<file path="config.mk">
export PLATFORM = sky130hd
export DESIGN_NAME = beta_fetch
export DESIGN_NICKNAME = d
export VERILOG_FILES = /design/src/rtl/beta_fetch.sv
export SDC_FILE = /design/constraint.sdc
export NUM_CORES = 1
export LEC_CHECK = 0
export ABC_CLOCK_PERIOD_IN_PS = 4200
export BUFFER_PORTS_ARGS = -buffer_cell sky130_fd_sc_hd__buf_2
export CAP_MARGIN = 20
export CELL_PAD_IN_SITES_DETAIL_PLACEMENT = 1
export CELL_PAD_IN_SITES_GLOBAL_PLACEMENT = 1
export CORE_ASPECT_RATIO = 0.75
export CORE_MARGIN = 2
export CORE_UTILIZATION = 36
export CTS_BUF_LIST = sky130_fd_sc_hd__clkbuf_4 sky130_fd_sc_hd__clkbuf_8
export CTS_CLUSTER_DIAMETER = 80
export DETAILED_ROUTE_END_ITERATION = 7
export PLACE_DENSITY_LB_ADDON = 0.1
export RECOVER_POWER = 25
export SYNTH_ARGS = -nofsm -noshare
export SYNTH_HDL_FRONTEND = slang
export SYNTH_SLANG_ARGS = --single-unit
</file>
<file path="constraint.sdc">
create_clock -name clk -period 4.2 [get_ports clk]
set_clock_uncertainty 0.05 [all_clocks]
set_input_delay 0.42 -clock clk [delete_from_list [all_inputs] [get_ports clk]]
set_output_delay 0.42 -clock clk [all_outputs]
set_load 0.005 [all_outputs]
</file>
<file path="src/rtl/beta_fetch.sv">
// beta_fetch: Beta instruction fetch unit -- PC register, RST/FETCH/HOLD sequencer, next-PC select.
// Define BETA_FETCH_IRQ_EN to build in the level-sensitive interrupt pend/take logic.
module beta_fetch (
  input  logic        clk,
  input  logic        reset,
  output logic        imem_req,
  output logic [31:0] imem_addr,
  input  logic        imem_ack,
  input  logic [31:0] imem_rdata,
  output logic [31:0] instr,
  output logic [5:0]  op,
  output logic        instr_valid,
  output logic        irq_req,
  input  logic        advance,
  input  logic [2:0]  pcsel,
  input  logic [31:0] jt,
  input  logic        irq,
  output logic [31:0] pc,
  output logic [31:0] pc_plus4
);

  typedef enum logic [1:0] {ST_RST, ST_FETCH, ST_HOLD} state_t;

  localparam logic [31:0] RESET_PC = 32'h8000_0000;
  localparam logic [31:0] ILLOP_PC = 32'h8000_0004;
  localparam logic [31:0] XADR_PC  = 32'h8000_0008;

  state_t      state_q;
  logic [31:0] pc_q;
  logic [31:0] instr_q;
  logic        req_q;
  logic        valid_q;

  logic [31:0] pc_inc;
  logic [31:0] br_off;
  logic [31:0] br_pc;
  logic [31:0] jmp_pc;
  logic [31:0] sel_pc;
  logic [31:0] pc_d;
  logic        take_irq;

  // Bit 31 is the supervisor flag; arithmetic only ever wraps within [30:0].
  assign pc_inc = {pc_q[31], pc_q[30:0] + 31'd4};
  assign br_off = {{14{instr_q[15]}}, instr_q[15:0], 2'b00};
  assign br_pc  = {pc_q[31], pc_inc[30:0] + br_off[30:0]};
  assign jmp_pc = {pc_q[31] & jt[31], jt[30:2], 2'b00};

  always_comb begin
    sel_pc = ILLOP_PC;
    case (pcsel)
      3'd0:    sel_pc = pc_inc;
      3'd1:    sel_pc = br_pc;
      3'd2:    sel_pc = jmp_pc;
      3'd4:    sel_pc = XADR_PC;
      default: sel_pc = ILLOP_PC;
    endcase
  end

  assign pc_d = take_irq ? XADR_PC : sel_pc;

`ifdef BETA_FETCH_IRQ_EN
  logic irq_pend_q;
  logic irq_pend_d;

  // A fresh irq in the take cycle wins over the clear so a level request is never dropped.
  assign irq_req    = irq_pend_q & ~pc_q[31] & (state_q == ST_HOLD);
  assign take_irq   = irq_req & advance;
  assign irq_pend_d = irq | (irq_pend_q & ~take_irq);

  always_ff @(posedge clk) begin
    if (reset) begin
      irq_pend_q <= 1'b0;
    end else begin
      irq_pend_q <= irq_pend_d;
    end
  end
`else
  logic unused_irq;

  assign unused_irq = irq;
  assign irq_req    = 1'b0;
  assign take_irq   = 1'b0;
`endif

  always_ff @(posedge clk) begin
    if (reset) begin
      state_q <= ST_RST;
      pc_q    <= RESET_PC;
      instr_q <= '0;
      req_q   <= 1'b0;
      valid_q <= 1'b0;
    end else begin
      case (state_q)
        ST_RST: begin
          state_q <= ST_FETCH;
          req_q   <= 1'b1;
        end
        ST_FETCH: begin
          if (imem_ack) begin
            instr_q <= imem_rdata;
            state_q <= ST_HOLD;
            req_q   <= 1'b0;
            valid_q <= 1'b1;
          end
        end
        ST_HOLD: begin
          if (advance) begin
            pc_q    <= pc_d;
            state_q <= ST_FETCH;
            req_q   <= 1'b1;
            valid_q <= 1'b0;
          end
        end
        default: begin
          state_q <= ST_RST;
          req_q   <= 1'b0;
          valid_q <= 1'b0;
        end
      endcase
    end
  end

  assign imem_req    = req_q;
  assign imem_addr   = pc_q;
  assign instr       = instr_q;
  assign op          = instr_q[31:26];
  assign instr_valid = valid_q;
  assign pc          = pc_q;
  assign pc_plus4    = pc_inc;

endmodule

</file>
==> qor.txt, run 1 <==
Status: complete, no violations
Area of the multi-input gates: 3700 um^2
Clock Latency Late Sink: 380 ps
Core area: 15100 um^2
GRT Util Overall: 28.2%
Post-cts sizing count: 0
CP endpoint kind: flop
Worst setup SP type: flop
Relative slew slack: 24.1%
Syn Area/Cell: 7.25 um^2
Antenna violations before repair: 0
Tightest Pin Transition: 1140 ps
First-pass GRT wire length: 36000 um
Initial DRC Count: 512
Clock buffer count from CTS: 9
Wirelength, routed: 23000 um
Initial core utilization: 36.4%
Fmax: 245 MHz
Util after Layout: 45.0%
Min Hold Slack: 209 ps
CTS tree: done
Tmin final: 4080 ps
Layout Cell Area excl Fill: 6780 um^2
CP Data Required Time: 4470 ps
Setup violations, final: 0
Register-to-Register Path Depth: 12
Leak Pwr: 0.00323 uW
Die Height: 111 um
Mux cell area share after synthesis: 0.365%
Crit-path leading delay family: simple AND/OR/NAND/NOR gates
Filler cells: 1963
Placed Area: 6570 um^2
PwrDens: 219 nW/um^2
H-tree levels: 3
DP Worst Slack: 141 ps
RePlAce Congestion: 0.914
Clock Sinks: 65
Register area: 1300 um^2
Core Rows: 39
Root Buffer Master: clkbuf_8
First-pass detailed-route iteration total: 5
DRC: 0
Fin. Hold Viols: 0
Post-Synth XOR/XNOR Area: 7.11%
Simple-Gate Fraction of Synth Area: 24.9%
Grt total ovfl: 0
Max Transition Viols Final: 0
Hold depth: 3
Num ports: 209
Final WS setup: 116 ps
Largest family of logic cells by synthesized area: compound AO/OA/AOI/OAI gates
Die footprint: 16300 um^2
Post-Synth Adder-Cell Area: 7.88%
Cells after synthesis: 757
Peak supply drop: 132 uV
Vias per inst: 5.70
Vias in the first global route: 6357
Crit-path slowest cell: dfxtp_1
Final cycle utilization of the critical path: 97.2%
Data arrival, critical path: 4360 ps
Antenna-violating nets left: 0
Synth top area share: 23.7%
NumNets Final: 1029
Die X: 147 um
Port-buffer cells: 198
Seq/Total Area, Yosys: 23.7%
Post-CTS Setup Bufs: 0
Maxcap violations: 0
Crit-path cells: and4_1, and4_1, nand4_1, xnor2_1, ha_1, and3_1, a221oi_1, o21ai_0, o21ai_0, a21oi_1, or4_1, nand3_1
Number of synthesized register bits: 65
Post-synthesis compound-gate area fraction: 26.2%
Levels on crit path: 12
DP HPWL: 17700 um
Largest area contributor in the netlist: dfxtp_1
Routed len/inst: 20.3 um
# hold bufs at CTS: 0
Worst stage delay on the critical path: 550 ps
Hold WC Path Type: in2reg
Pin count of the biggest net entering global routing: 46
Yosys warns: 0
Kind of critical path: reg2reg
RSZ-0062 raised after global routing: yes
Buf+Inv Stages, Crit Path: 0
CP max FO: 8
Ys async rst share: 0%
ANT cells: 0
Netlist Area Pre-Place: 5490 um^2
Synth area leaders: dfxtp_1 (24%), nand2_1 (9.4%), a21oi_1 (8.2%)
Number of flops mapped to enable cells by yosys: 0
Layout cells sized above 1: 26.8%
Synth cell types: 60
Ys flop type: dfxtp_1
Via Count: 6455
Clk buf depth: 2
Clock slew seen by the registers of the worst setup and hold paths: 90 ps
Synth-to-Final Area Change: 23.4%
==> synthesized netlist by cell type (2+ instances only) <==
cell,n
o21ai_0,37
o2111ai_1,4
o32ai_1,2
nor3_1,8
dfxtp_1,65
a31oi_1,3
and4_1,10
a2111oi_0,2
clkbuf_1,36
o21bai_1,3
ha_1,33
and3_1,12
a211o_1,6
nand4_1,17
a222oi_1,9
nand3_1,22
a21o_1,16
nor2b_1,8
or3_1,6
a31o_2,3
and2_1,5
nor3b_1,2
nand2b_1,4
a211oi_1,7
nand2_1,138
mux2i_1,2
a21oi_1,90
a221oi_1,8
o211ai_1,4
nor2_1,44
o21a_1,3
xnor2_1,26
or2_2,3
buf_4,44
or3_4,2
a22oi_1,7
xor2_1,16
inv_1,16
a22o_1,5
buf_1,3
o31ai_1,6
a21boi_0,2
==> layer usage <==
| metal | up-vias | global-route usage, % | wire [um] |
|---|---|---|---|
| li1 | 3020 | - | - |
| met1 | 3186 | 41.0 | 11300 |
| met2 | 230 | 43.9 | 10100 |
| met3 | 19 | 4.90 | 1470 |
| met4 | 0 | 5.50 | 237 |
| met5 | - | 0 | 0 |
==> state kept, by name (all words and copies together) (netlist names) <==
register     count
imem_req         1
instr_valid      1
instr           32
imem_addr       30
state_q          1
==> logic make-up (layout without fill, tap and decap cells) <==
logic type | after synthesis | count (layout)
other | 1 | 7
AOI/OAI and AO/OA | 225 | 225
muxes | 2 | 2
xor gates and xnor gates | 43 | 43
buffers and inverters | 99 | 264
DFF | 65 | 65
adders and majority gates | 34 | 34
and+or+nand+nor | 288 | 288
==> where the power goes <==
| group | switching (uW) | internal, uW | total, uW |
|---|---|---|---|
| logic | 134 | 87.4 | 222 |
| registers | 19.3 | 634 | 653 |
| clock network | 295 | 311 | 606 |
| total | 449 | 1030 | 1480 |
==> per-stage QoR <==
step	cells	setup TNS (ps)	total power [uW]
5_1_grt	1133	-110	1550
6_report	1133	0	1480
3_3_place_gp	1116	0	877
3_5_place_dp	1117	0	889
2_1_floorplan	763	0	791
4_1_cts	1133	0	1490
==> area by class of cell <==
type	instances	share of cell area, %
Clock inverter	5	0.904
Sequential cell	65	19.2
Inverter	16	0.886
Multi-Input combinational cell	599	54.6
Clock buffer	11	2.23
Timing Repair Buffer	232	18.4
Tap cell	205	3.78
==> layout by cell type, fill, tap and decap left out, types with 4 or more instances in the layout <==
cell	synthesis	final
a221oi_1	8	8
nor2b_1	8	8
o211ai_1	4	4
nand2_1	138	138
and2_1	5	5
nor3_1	8	7
xnor2_1	26	25
and3_1	12	12
o2111ai_1	4	4
xor2_1	16	16
a21oi_1	90	89
a21o_1	16	16
a211oi_1	7	7
inv_1	16	16
a22o_1	5	5
buf_2	0	182
clkbuf_8	0	11
conb_1	1	7
nand2b_1	4	4
ha_1	33	33
nor2_1	44	43
and4_1	10	10
clkbuf_1	36	15
a22oi_1	7	7
o31ai_1	6	6
buf_4	44	33
or3_1	6	6
nand4_1	17	17
a211o_1	6	6
a222oi_1	9	9
dfxtp_1	65	64
o21ai_0	37	37
nand3_1	22	22
==> worst reg2reg max path: stages, from the launching register on <==
cell      delay (ps)
dfxtp_1          550
and4_1           390
and4_1           280
nand4_1          130
xnor2_1          450
ha_1             420
and3_1           260
a221oi_1         370
o21ai_0          200
o21ai_0          230
a21oi_1          100
or4_1            520
nand3_1           90
==> path summary, 6_finish.rpt <==
check	startpoint	end	slack, ps
min reg2reg	instr[23]$_SDFFE_PP0P_	instr[23]$_SDFFE_PP0P_	410
min	jt[31]	imem_addr[31]$_SDFFE_PP1P_	210
max reg2reg	imem_addr[18]$_SDFFE_PP0P_	imem_addr[30]$_SDFFE_PP0P_	120
max	imem_addr[18]$_SDFFE_PP0P_	imem_addr[30]$_SDFFE_PP0P_	120
(Power assumes the default switching activity.)
==> run 2, diff against run 1 <==
Settings changed: CORE_UTILIZATION 36 to 35, CTS_BUF_LIST sky130_fd_sc_hd__clkbuf_4 sky130_fd_sc_hd__clkbuf_8 to not set, SLEW_MARGIN set to 20.
==> run 2 against run 1 <==
The run now ends with capacitance limit, slew limit left. Worst hold slack improved by 31 ps. Power increased by 20%. Maximum frequency rose by 4.6%. Flip-flop and latch count unchanged. Die area increased by 2.8%. Critical path depth increased by 1. Worst setup slack better by 180 ps. Combinational power barely moved. Cell area is 1.6% higher. Via count decreased by 0.54%. First-iteration DRC count up 27%. Non-clock buffer count unchanged. Largest power group is now the clock network.
==> qor.txt, run 2 (synthesized netlist as in run 1, its figures left out) <==
Status: finished with violations (was complete, no violations)
Failing checks: capacitance limit, slew limit
Clk buf depth: 2 (unchanged)
DRC: 0 (unchanged)
Vias in the first global route: 6392 (was 6357)
ANT cells: 0 (unchanged)
Filler cells: 1998 (was 1963)
Final cycle utilization of the critical path: 93.0% (was 97.2%)
Relative slew slack: -37.1% (was 24.1%)
Die Height: 112 um (was 111 um)
CP max FO: 8 (unchanged)
Maxcap violations: 1 (was 0)
Max reg flops: 32 (unchanged)
Fin. Hold Viols: 0 (unchanged)
Core Rows: 39 (unchanged)
Fmax: 256 MHz (was 245 MHz)
Antenna-violating nets left: 0 (unchanged)
Initial core utilization: 36.0% (was 36.4%)
CP Data Required Time: 4390 ps (was 4470 ps)
Num ports: 209 (unchanged)
Tightest Pin Transition: 2060 ps (was 1140 ps)
Core area: 15300 um^2 (was 15100 um^2)
Reg2reg setup slack: 300 ps (was 120 ps)
Vias per inst: 5.67 (was 5.70)
Most frequent cells in the layout: buf_2 (178), nand2_1 (138), a21oi_1 (89) (was buf_2 (182), nand2_1 (138), a21oi_1 (89))
Die footprint: 16700 um^2 (was 16300 um^2)
DP Worst Slack: 237 ps (was 141 ps)
Port-buffer cells: 198 (unchanged)
DP HPWL: 18200 um (was 17700 um)
Peak supply drop: 180 uV (was 132 uV)
Kind of critical path: reg2reg (unchanged)
First-pass detailed-route iteration total: 5 (unchanged)
First-pass GRT wire length: 36500 um (was 36000 um)
Initial DRC Count: 649 (was 512)
NumNets Final: 1029 (unchanged)
CTS tree: done (unchanged)
PwrDens: 258 nW/um^2 (was 219 nW/um^2)
Clock buffer count from CTS: 9 (unchanged)
Via Count: 6420 (was 6455)
RePlAce Congestion: 0.985 (was 0.914)
Clock slew seen by the registers of the worst setup and hold paths: 60 ps (was 90 ps)
Clock Sinks: 65 (unchanged)
Antenna violations before repair: 0 (unchanged)
Max Transition Viols Final: 46 (was 0)
Grt total ovfl: 0 (unchanged)
Register area: 1300 um^2 (unchanged)
Hold WC Path Type: in2reg (unchanged)
Area of the multi-input gates: 3710 um^2 (was 3700 um^2)
H-tree levels: 3 (unchanged)
Tmin final: 3900 ps (was 4080 ps)
Final WS setup: 296 ps (was 116 ps)
Pin count of the biggest net entering global routing: 46 (unchanged)
Setup TNS: 0 ps (unchanged)
Leak Pwr: 0.00327 uW (was 0.00323 uW)
Data arrival, critical path: 4100 ps (was 4360 ps)
Synth-to-Final Area Change: 25.5% (was 23.4%)
Clock Latency Late Sink: 350 ps (was 380 ps)
Layout cells sized above 1: 26.2% (was 26.8%)
Die X: 149 um (was 147 um)
RSZ-0062 raised after global routing: no (was yes)
CP endpoint kind: flop (unchanged)
Routed len/inst: 20.6 um (was 20.3 um)
Root Buffer Master: clkbuf_16 (was clkbuf_8)
Wirelength, routed: 23300 um (was 23000 um)
GRT Util Overall: 28.1% (was 28.2%)
Setup violations, final: 0 (unchanged)
Commonest non-fill, non-tap cell in the layout: buf_2 (unchanged)
Post-CTS Setup Bufs: 0 (unchanged)
Worst setup SP type: flop (unchanged)
[run 2: changes by cell type in the layout (fill, tap and decap cells not counted), moves of 2 or more]
cell / change
clkbuf_8: -11
buf_2: -4
bufinv_16: +2
clkbuf_1: +6
clkbuf_16: +9
[run 2: critical path, stage by stage (launching register included)]
cell and delay [ps]:
dfxtp_1 480, and4_1 280, nand3_1 200, nor3_1 270, and3_1 260, xor2_1 380, ha_1 370, a21oi_1 300
o21ai_0 190, o31ai_1 320, a21oi_2 120, xor2_1 210, nand2_1 70, a221oi_1 290
[run 2: cell type report]
| type | instances | area share [%] |
|---|---|---|
| flip-flops and latches | 65 | 18.9 |
| repair buffers | 232 | 17.7 |
| clock inverters | 6 | 1.67 |
| multi-input cells | 599 | 53.8 |
| well taps | 205 | 3.72 |
| inverters | 16 | 0.872 |
| clock buffers | 10 | 3.32 |
[run 2: stage by stage]
stage | power (uW) | instance area, um^2 | util, % | hold WS [ps] | instances
floorplan | 791 | 5510 | - | 403 | 763
global placement | 877 | 6550 | 42.9 | 390 | 1117
detailed placement | 886 | 6550 | 42.9 | 399 | 1117
CTS | 1790 | 6900 | 45.2 | 235 | 1133
global route | 1830 | 6890 | 45.1 | 247 | 1133
finish | 1780 | 6890 | 45.1 | 240 | 1133
[run 2: repair_timing]
action,4_1_cts,5_1_grt
endpoints found under the setup margin,0,6
gates resized for setup,0,4
hold buffers,0,0
[run 2: worst paths after layout]
path | from | depth (start not counted) | end
setup / recovery | imem_addr[13]$_SDFFE_PP0P_ | 13 | imem_addr[21]$_SDFFE_PP0P_
hold / removal | jt[31] | 3 | imem_addr[31]$_SDFFE_PP1P_
setup reg to reg | imem_addr[13]$_SDFFE_PP0P_ | 13 | imem_addr[21]$_SDFFE_PP0P_
hold reg to reg | instr[20]$_SDFFE_PP0P_ | 2 | instr[20]$_SDFFE_PP0P_
[run 2: power breakdown]
part / total (uW) / internal (uW) / switching (uW)
clock: 903 / 583 / 320
combinational: 219 / 84.6 / 134
sequential: 654 / 635 / 18.9
[run 2: routing by layer]
metal  wire, um  vias up  GRT usage (%)
li1           -     3012              -
met1      10900     3132           40.2
met2      10300      258           44.0
met3       1920       18           5.08
met4        255        0           6.73
met5          0        -              0
==> run 3, diff against run 2 <==
Settings changed: ABC_AREA set to 1, CORE_UTILIZATION 35 to 34, REMOVE_ABC_BUFFERS set to 1.
==> run 3 against run 2 <==
Largest cell class unchanged. Cell area increased by 8.3%. The run now ends clean. Critical path type unchanged. Register-to-register slack improved by 220 ps. Routed wire length rose by 2.6%.
==> qor.txt, run 3 <==
Status: complete, no violations (was finished with violations)
Synth top area share: 21.4% (was 23.7%)
Routed wl met3: 1170 um (was 1920 um)
Kind of critical path: reg2reg (unchanged)
Peak supply drop: 138 uV (was 180 uV)
Die footprint: 19300 um^2 (was 16700 um^2)
Die X: 160 um (was 149 um)
RSZ-0062 raised after global routing: no (unchanged)
Syn Area/Cell: 5.78 um^2 (was 7.25 um^2)
Ys async rst share: 0% (unchanged)
GRT Util Overall: 25.1% (was 28.1%)
Leak Pwr: 0.00404 uW (was 0.00327 uW)
Hold depth: 3 (unchanged)
First-pass detailed-route iteration total: 5 (unchanged)
DRC: 0 (unchanged)
Non-Filler Instances: 1474 (was 1133)
Root Buffer Master: clkbuf_16 (unchanged)
Antenna violations before repair: 2 (was 0)
Core Rows: 42 (was 39)
CP max FO: 6 (was 8)
Flop pwr share: 38.0% (was 36.8%)
Die Height: 121 um (was 112 um)
Commonest cells in the netlist: nand2_1 (352), nor2_1 (132), inv_1 (121) (was nand2_1 (138), a21oi_1 (90), dfxtp_1 (65))
Clock Sinks: 65 (unchanged)
Routed len/inst: 16.2 um (was 20.6 um)
Setup violations, final: 0 (unchanged)
Clk buf depth: 2 (unchanged)
Synth area leaders: nand2_1 (21%), dfxtp_1 (21%), nor2_1 (8.0%) (was dfxtp_1 (24%), nand2_1 (9.4%), a21oi_1 (8.2%))
Antenna-violating nets left: 0 (unchanged)
Cell with the most instances after synthesis: nand2_1 (unchanged)
Switching power total: 480 uW (was 473 uW)
Fmax: 271 MHz (was 256 MHz)
Setup TNS: 0 ps (unchanged)
Netlist Area Pre-Place: 6170 um^2 (was 5490 um^2)
Final cycle utilization of the critical path: 87.8% (was 93.0%)
Via Count: 7136 (was 6420)
Int Power: 1280 uW (was 1300 uW)
Initial DRC Count: 389 (was 649)
H-tree levels: 3 (unchanged)
First-pass GRT wire length: 37700 um (was 36500 um)
Max Transition Viols Final: 0 (was 46)
Wirelength, routed: 23900 um (was 23300 um)
Number of synthesized register bits: 65 (unchanged)
Final WS setup: 512 ps (was 296 ps)
Port-buffer cells: 198 (unchanged)
Seq/Total Area, Yosys: 21.1% (was 23.7%)
NumNets Final: 1331 (was 1029)
Most frequent cells in the layout: nand2_1 (352), buf_2 (185), nor2_1 (131) (was buf_2 (178), nand2_1 (138), a21oi_1 (89))
Hold WC Path Type: in2reg (unchanged)
Grt total ovfl: 0 (unchanged)
CP Data Required Time: 4430 ps (was 4390 ps)
Post-cts sizing count: 0 (unchanged)
Vias in the first global route: 6986 (was 6392)
Cells after synthesis: 1068 (was 757)
Uppermost layer routed: met4 (unchanged)
Clock network fraction of total power: 48.3% (was 50.9%)
Max reg flops: 32 (unchanged)
Vias per inst: 4.84 (was 5.67)
Clock slew seen by the registers of the worst setup and hold paths: 60 ps (about the same)
CP endpoint kind: flop (unchanged)
Number of flops mapped to enable cells by yosys: 0 (unchanged)
Largest area contributor in the netlist: nand2_1 (was dfxtp_1)
DP HPWL: 19700 um (was 18200 um)
Tmin final: 3690 ps (was 3900 ps)
CTS tree: done (unchanged)
Initial core utilization: 34.9% (was 36.0%)
Layout cells sized above 1: 20.5% (was 26.2%)
Relative slew slack: 33.6% (was -37.1%)
Synth cell types: 42 (was 60)
Commonest non-fill, non-tap cell in the layout: nand2_1 (was buf_2)
Clock buffer count from CTS: 9 (unchanged)
Gate power share: 13.7% (was 12.3%)
Placed insts: 1455 (was 1117)
Maxcap violations: 0 (was 1)
Sw Share: 27.3% (was 26.6%)
# hold bufs at CTS: 0 (unchanged)
Yosys warns: 0 (unchanged)
DP Worst Slack: 549 ps (was 237 ps)
PwrDens: 236 nW/um^2 (was 258 nW/um^2)
Synth-to-Final Area Change: 20.9% (was 25.5%)
Pin count of the biggest net entering global routing: 36 (was 46)
Worst setup SP type: flop (unchanged)
Num ports: 209 (unchanged)
Tightest Pin Transition: 995 ps (was 2060 ps)
Fin. Hold Viols: 0 (unchanged)
Clock Latency Late Sink: 350 ps (about the same)
DR WL met2: 10100 um (was 10300 um)
RePlAce Congestion: 0.890 (was 0.985)
Register-to-Register Path Depth: 18 (was 13)
Met1 Wirelength: 12400 um (was 10900 um)
Data arrival, critical path: 3920 ps (was 4100 ps)
Core area: 17700 um^2 (was 15300 um^2)
Ys flop type: dfxtp_1 (unchanged)
Post-CTS Setup Bufs: 0 (unchanged)
run 3: path summary, 6_finish.rpt:
| path | to | slack, ps | start |
|---|---|---|---|
| hold / removal | instr[19]$_SDFFE_PP0P_ | 240 | imem_rdata[19] |
| setup reg to reg | imem_addr[27]$_SDFFE_PP0P_ | 510 | imem_addr[2]$_SDFFE_PP0P_ |
| setup / recovery | imem_addr[27]$_SDFFE_PP0P_ | 510 | imem_addr[2]$_SDFFE_PP0P_ |
| hold reg to reg | instr[22]$_SDFFE_PP0P_ | 460 | instr[22]$_SDFFE_PP0P_ |
run 3: area by class of cell:
cell class                 count  area [um^2]
sequential                    65         1300
timing repair buffer         208         1070
antenna                        2         5.00
clock inverter                 6         90.1
fill                        2509        10200
inverter                     130          488
tap                          242          303
multi-input combinational    811         3970
clock buffer                  10          239
run 3: logic make-up after synthesis:
kind of cell | count (synthesis) | synth area share [%]
adders and majority gates | 34 | 7.01
buffers and inverters | 198 | 15.0
and+or+nand+nor | 630 | 43.3
xor gates and xnor gates | 17 | 2.66
DFF | 65 | 21.1
other | 1 | 0.0608
AOI/OAI and AO/OA | 123 | 10.9
run 3: per-layer routing:
metal	track usage, %	vias to the layer above
met3	4.32	17
li1	-	3629
met1	36.5	3318
met4	4.66	0
met2	39.2	172
met5	0	-
run 3: through the flow:
| step | instance area, um^2 | hold WS, ps | power (uW) | utilization, % |
|---|---|---|---|---|
| floorplan | 5760 | 409 | 797 | - |
| global route | 7460 | 253 | 1840 | 42.1 |
| finish | 7460 | 241 | 1760 | 42.1 |
| CTS | 7450 | 233 | 1770 | 42.1 |
| global placement | 7120 | 439 | 915 | 40.2 |
| detailed placement | 7120 | 449 | 921 | 40.2 |
run 3: critical path, stage by stage, from the launching register on:
cell and delay [ps]:
dfxtp_1 510, ha_1 240, nand2_1 110, nor2_4 210, nand2_4 120, nor2_1 150
xor2_1 440, ha_1 380, a21oi_1 310, inv_1 70, nor2_1 110, nand2_1 90
a21oi_1 220, nand2_1 80, nand2_1 60, nand3_1 150, nand2_1 110, nand2_1 70
a21oi_2 130
run 3: power groups by stage:
stage                     clock [uW]  sequential, uW  combinational, uW
after floorplan                    0             679                118
after global placement             0             680                235
after detailed placement           0             681                240
after CTS                        866             667                241
after global routing             892             672                273
final                            849             668                242
